### src/rtl/rf_wb_queue.sv
// Write-back queue in front of the 8x8 register file write port.
// It buffers execute-stage results, drains one per cycle, and offers a bypass lookup.
module rf_wb_queue #(
  parameter int PW = 2
) (
  input  logic          clk,
  input  logic          rst,
  input  logic          in_valid,
  output logic          in_ready,
  input  logic [2:0]    in_addr,
  input  logic [7:0]    in_data,
  input  logic          hold,
  output logic          regwrite,
  output logic [2:0]    wa,
  output logic [7:0]    wd,
  input  logic [2:0]    q_ra,
  output logic          q_hit,
  output logic [7:0]    q_data,
  output logic [PW:0]   count,
  output logic          empty,
  output logic          full
);

  localparam int DEPTH = 1 << PW;

  logic [2:0]    r_addr [DEPTH];
  logic [7:0]    r_data [DEPTH];
  logic [PW-1:0] r_head;
  logic [PW-1:0] r_tail;
  logic [PW:0]   r_count;
  logic          r_regwrite;
  logic [2:0]    r_wa;
  logic [7:0]    r_wd;

  logic          w_full;
  logic          w_empty;
  logic          w_push;
  logic          w_pop;
  logic          w_hit;
  logic [7:0]    w_data;
  logic [PW-1:0] w_idx;

  assign w_full  = (r_count == (PW+1)'(DEPTH));
  assign w_empty = (r_count == '0);
  // Writes to r0 are accepted but dropped; readiness depends on full alone.
  assign w_push  = in_valid && !w_full && (in_addr != 3'd0);
  assign w_pop   = !hold && !w_empty;

  always_ff @(posedge clk) begin
    if (w_push) begin
      r_addr[r_tail] <= in_addr;
      r_data[r_tail] <= in_data;
    end
  end

  always_ff @(posedge clk or posedge rst) begin
    if (rst) begin
      r_head     <= '0;
      r_tail     <= '0;
      r_count    <= '0;
      r_regwrite <= 1'b0;
      r_wa       <= '0;
      r_wd       <= '0;
    end else begin
      if (w_push)
        r_tail <= r_tail + PW'(1);
      if (w_pop)
        r_head <= r_head + PW'(1);
      case ({w_push, w_pop})
        2'b10:   r_count <= r_count + (PW+1)'(1);
        2'b01:   r_count <= r_count - (PW+1)'(1);
        default: r_count <= r_count;
      endcase
      r_regwrite <= w_pop;
      if (w_pop) begin
        r_wa <= r_addr[r_head];
        r_wd <= r_data[r_head];
      end
    end
  end

  // Output stage is the oldest candidate; walking head->tail lets younger entries override.
  always_comb begin
    w_hit  = 1'b0;
    w_data = '0;
    w_idx  = '0;
    if (r_regwrite && (r_wa == q_ra)) begin
      w_hit  = 1'b1;
      w_data = r_wd;
    end
    for (int i = 0; i < DEPTH; i++) begin
      w_idx = r_head + PW'(i);
      if (((PW+1)'(i) < r_count) && (r_addr[w_idx] == q_ra)) begin
        w_hit  = 1'b1;
        w_data = r_data[w_idx];
      end
    end
    if (q_ra == 3'd0) begin
      w_hit  = 1'b0;
      w_data = '0;
    end
  end

  assign in_ready = !w_full;
  assign regwrite = r_regwrite;
  assign wa       = r_wa;
  assign wd       = r_wd;
  assign q_hit    = w_hit;
  assign q_data   = w_data;
  assign count    = r_count;
  assign empty    = w_empty;
  assign full     = w_full;

endmodule

### config.mk
export PLATFORM = sky130hd
export DESIGN_NAME = rf_wb_queue
export DESIGN_NICKNAME = d
export VERILOG_FILES = /design/src/rtl/rf_wb_queue.sv
export SDC_FILE = /design/constraint.sdc
export NUM_CORES = 1
export LEC_CHECK = 0
export CORE_UTILIZATION = 48
export CTS_BUF_LIST = sky130_fd_sc_hd__clkbuf_8
export CTS_CLUSTER_DIAMETER = 60
export DETAILED_ROUTE_END_ITERATION = 8
export GPL_TIMING_DRIVEN = 0
export PLACE_DENSITY = 0.7
export RECOVER_POWER = 100
export SETUP_SLACK_MARGIN = 0.2
export SYNTH_ARGS = -nofsm -noshare
export SYNTH_HDL_FRONTEND = slang
export SYNTH_SLANG_ARGS = --single-unit
### constraint.sdc
create_clock -name clk -period 3.3 [get_ports clk]
set_input_delay 0.33 -clock clk [delete_from_list [all_inputs] [get_ports clk]]
set_output_delay 0.33 -clock clk [all_outputs]
set_load 0.03 [all_outputs]
==> metrics.csv <==
stage,metric,value,unit
cts,clock-pin slew on the worst setup and hold paths,80,ps
pwr,Sw Pwr,2150,uW
sta,"Hold Vio Cnt, Final",0,
global_route,GRT Util Overall,0.209,
drt,First-pass DRT Iterations,4,
drt,drt wl/cell,18.9,um
drt,highest layer used for signal routing,met4,
setup_path,worst-case reg-to-reg path depth,9,
setup_path,Worst Path Buf+Inv,4,
sta,clk_skew,10.5,ps
setup_path,CP max stage cell,or4_4,
floorplanning,row count,32,
drt,Antenna Nets Post-Route,0,
finish,final core occ,0.622,
cts,worst skew pair latency,340,ps
finish,fraction of layout cells with a size suffix above 1,0.390,
cts,Sink Count,63,
synth,Post-Syn Area,3980,um2
floorplanning,Core Region,7890,um2
setup_path,Worst Path Arrival,2910,ps
global_route,first-pass GRT wire length,13.6,mm
drt,drt via density,5.87,
sta,worst rel slew slack,0.422,
sta,RSZ-0062 raised after global routing,yes,
sta,Max Fclk,308,MHz
synth,async set or reset register ratio after synthesis,0.302,
sta,post-layout min period,3240,ps
hold_path,worst hold stages,1,
setup_path,worst-path cell chain,buf_6 > mux4_2 > xor2_1 > or4_4 > buf_6 > or3b_1 > buf_6 > nor2_2 > nor3_2 > buf_4,
floorplanning,Die H,93.1,um
floorplanning,Starting Density,0.505,
placed_design,Placer Congestion,0.759,
synth,Mapped Nets,298,
cts,root buf cell,clkbuf_8,
synth,"EDFF count, synth",44,
placed_design,Placed Cells,415,
drt,DRC,0,
drt,DR vias,2572,
setup_path,startpoint types,flip-flop,
pwr,P per Cell Area,1060,nW/um2
synth,post-synthesis sequential area ratio,0.451,
finish,nets,358,
sta,Setup-failing EPs final,0,
floorplanning,DIE WIDTH,93.1,um
setup_path,Crit Path Max Fanout,8,
run,MaxCap Viol Count,0,
synth,cell count after synthesis,271,
cts,CTS Buffer Depth,2,
hold_path,Hold Crit Class,reg2reg,
cts,H-tree levels,3,
floorplanning,io pins,45,
drt,M1 wire length,3.81,mm
synth,YS warnings,0,
global_route,vias in the first global route,2524,
global_route,initial antenna violation count,0,
run_status,status,finished clean,
sta,worst slew pin tran,867,ps
setup_path,WP depth,10,
pwr,Lkg Pwr,0.00176,uW
finish,fin cells,438,
finish,P&R area growth vs syn,23.3,%
drt,wire length on met3,506,um
pwr,peak supply drop,0.348,mV
sta,hold_ws,537,ps
setup_path,CP most frequent cell,buf_6,
pwr,power share of the clock group,0.142,
setup_path,kind of critical path,reg2out,
placed_design,count of input and output buffers,42,
floorplanning,DIE AREA,8660,um2
pwr,Net Sw Frac,0.415,
drt,1st-iter DRT viols,216,
global_route,largest net degree at the start of global routing,20,
drt,final wirelength,8.26,mm
synth,#FFs+latches synth,63,
pwr,Internal,3030,uW
sta,period utilization,0.982,
sta,Final Max Tran Viols,0,
pwr,Comb pwr share,0.615,
finish,ANT cells,0,
placed_design,HPWL after DPL,6.09,mm
synth,number of distinct library cells after synthesis,40,
setup_path,crit-path max cell delay,550,ps
cts,CTS buffer count,9,
synth,syn avg cell area,14.7,um2
setup_path,"CP delay by family, top",simple AND/OR/NAND/NOR gates,
setup_path,Worst EP required,2970,ps
drt,metal2 WL,3.84,mm
cts,TritonCTS clock tree,built,
global_route,grt ovf,0,
setup_path,kind of end point of the critical path,output pin,
pwr,Flop pwr share,0.242,
synth,Most used DFF post-synth,edfxtp_1,
## power groups by stage
stage	Combinational [uW]	Sequential, uW	Clock, uW
2_1_floorplan	2060	1400	0
3_3_place_gp	3030	1250	0
3_5_place_dp	3050	1270	0
4_1_cts	3200	1250	750
5_1_grt	3420	1290	776
6_report	3190	1250	738
## cell usage after synthesis, types with 2 or more instances
cell type / count / share of area
edfxtp_1: 44 / 0.33
mux2i_1: 6 / 0.015
buf_2: 6 / 0.0075
or3b_1: 2 / 0.0044
xnor2_1: 11 / 0.024
o311ai_1: 8 / 0.018
mux4_2: 39 / 0.22
nor2b_1: 2 / 0.0031
xor2_1: 8 / 0.018
nand2_1: 13 / 0.012
inv_1: 7 / 0.0066
nor2_2: 8 / 0.013
clkbuf_1: 6 / 0.0057
buf_6: 3 / 0.0085
nor3_2: 8 / 0.020
dfrtp_1: 19 / 0.12
nand3b_1: 2 / 0.0038
nand2b_1: 9 / 0.014
ha_1: 9 / 0.028
mux2_2: 12 / 0.034
nor2_1: 12 / 0.011
mux4_1: 3 / 0.020
and2_1: 4 / 0.0063
a211oi_1: 8 / 0.015
buf_1: 6 / 0.0057
o21ai_0: 2 / 0.0025
## routing by layer
layer,global-route usage,vias to the layer above
met3,0.0496,9
met5,0,-
met2,0.314,100
met1,0.305,1281
met4,0.0615,0
li1,-,1182
## state kept, by name, summed over array words and instances (netlist names)
register	flops
r_tail	2
wa	3
r_data	32
r_head	2
count	3
regwrite	1
wd	8
r_addr	12
## layout by cell type, fill, tap and decap left out, types with 2 or more instances in the layout
cell and count:
clkbuf_8 9, nand3b_1 2, clkinv_4 3, buf_6 5, or3b_1 2, inv_1 7, nor2_1 12, nor2_2 7
nor2b_1 2, xor2_1 8, a211oi_2 7, clkdlybuf4s50_1 3, o311ai_1 4, buf_4 17, dlygate4sd3_1 30, buf_1 2
ha_1 9, buf_2 5, edfxtp_1 44, o311ai_2 4, clkbuf_1 6, dfrtp_1 19, mux4_1 2, mux4_2 40
xnor2_1 10, and2_0 4, nand2b_1 9, bufinv_16 2, mux2_2 12, nand2_1 13, nor3_2 8, o21ai_0 2
mux2i_1 5
## worst paths after layout
| path | from | end | slack [ps] |
|---|---|---|---|
| max in group asynchronous | rst | r_tail[0]$_DFFE_PP0P_ | 2220 |
| min | wd[6]$_DFFE_PP0P_ | wd[6]$_DFFE_PP0P_ | 540 |
| min reg2reg | wd[6]$_DFFE_PP0P_ | wd[6]$_DFFE_PP0P_ | 540 |
| max reg2reg | count[0]$_DFFE_PP0P_ | count[2]$_DFFE_PP0P_ | 600 |
| max | r_head[0]$_DFFE_PP0P_ | q_data[3] | 60 |
| min in group asynchronous | rst | wd[6]$_DFFE_PP0P_ | 570 |
## metrics by stage
| step | TNS [ps] | power, uW | area (um2) | setup WS [ps] |
|---|---|---|---|---|
| 2_1_floorplan | 0 | 3460 | 3980 | 397 |
| 3_3_place_gp | -2570 | 4280 | 4530 | -335 |
| 3_5_place_dp | -2420 | 4320 | 4530 | -361 |
| 4_1_cts | 0 | 5200 | 4880 | 51.7 |
| 5_1_grt | -274 | 5480 | 4910 | -50.9 |
| 6_report | 0 | 5180 | 4910 | 58.0 |
## cell families (layout without fill, tap and decap cells)
kind of cell,Yosys count,after routing,share of synthesized area
buffers and inverters,29,94,0.0358
adders and majority gates,9,9,0.0283
and+or+nand+nor,67,67,0.105
xor gates and xnor gates,19,19,0.0418
muxes,60,60,0.290
DFF,63,63,0.451
AOI/OAI and AO/OA,24,24,0.0478
## area by class of cell
| class | instances | area (um2) |
|---|---|---|
| Fill cell | 615 | 2980 |
| Timing Repair Buffer | 49 | 463 |
| Inverter | 7 | 26.3 |
| Clock buffer | 9 | 124 |
| Tap cell | 102 | 128 |
| Multi-Input combinational cell | 179 | 2130 |
| Buffer | 22 | 139 |
| Sequential cell | 63 | 1800 |
| Clock inverter | 7 | 97.6 |
## what timing repair did
item / in CTS / in global routing
pin swaps: 11 / 2
endpoints found under the setup margin: 9 / 9
buffers inserted: 6 / 1
hold buffers: 0 / 0
gates resized for setup: 75 / 8
Power figures use the tool's default switching activity.
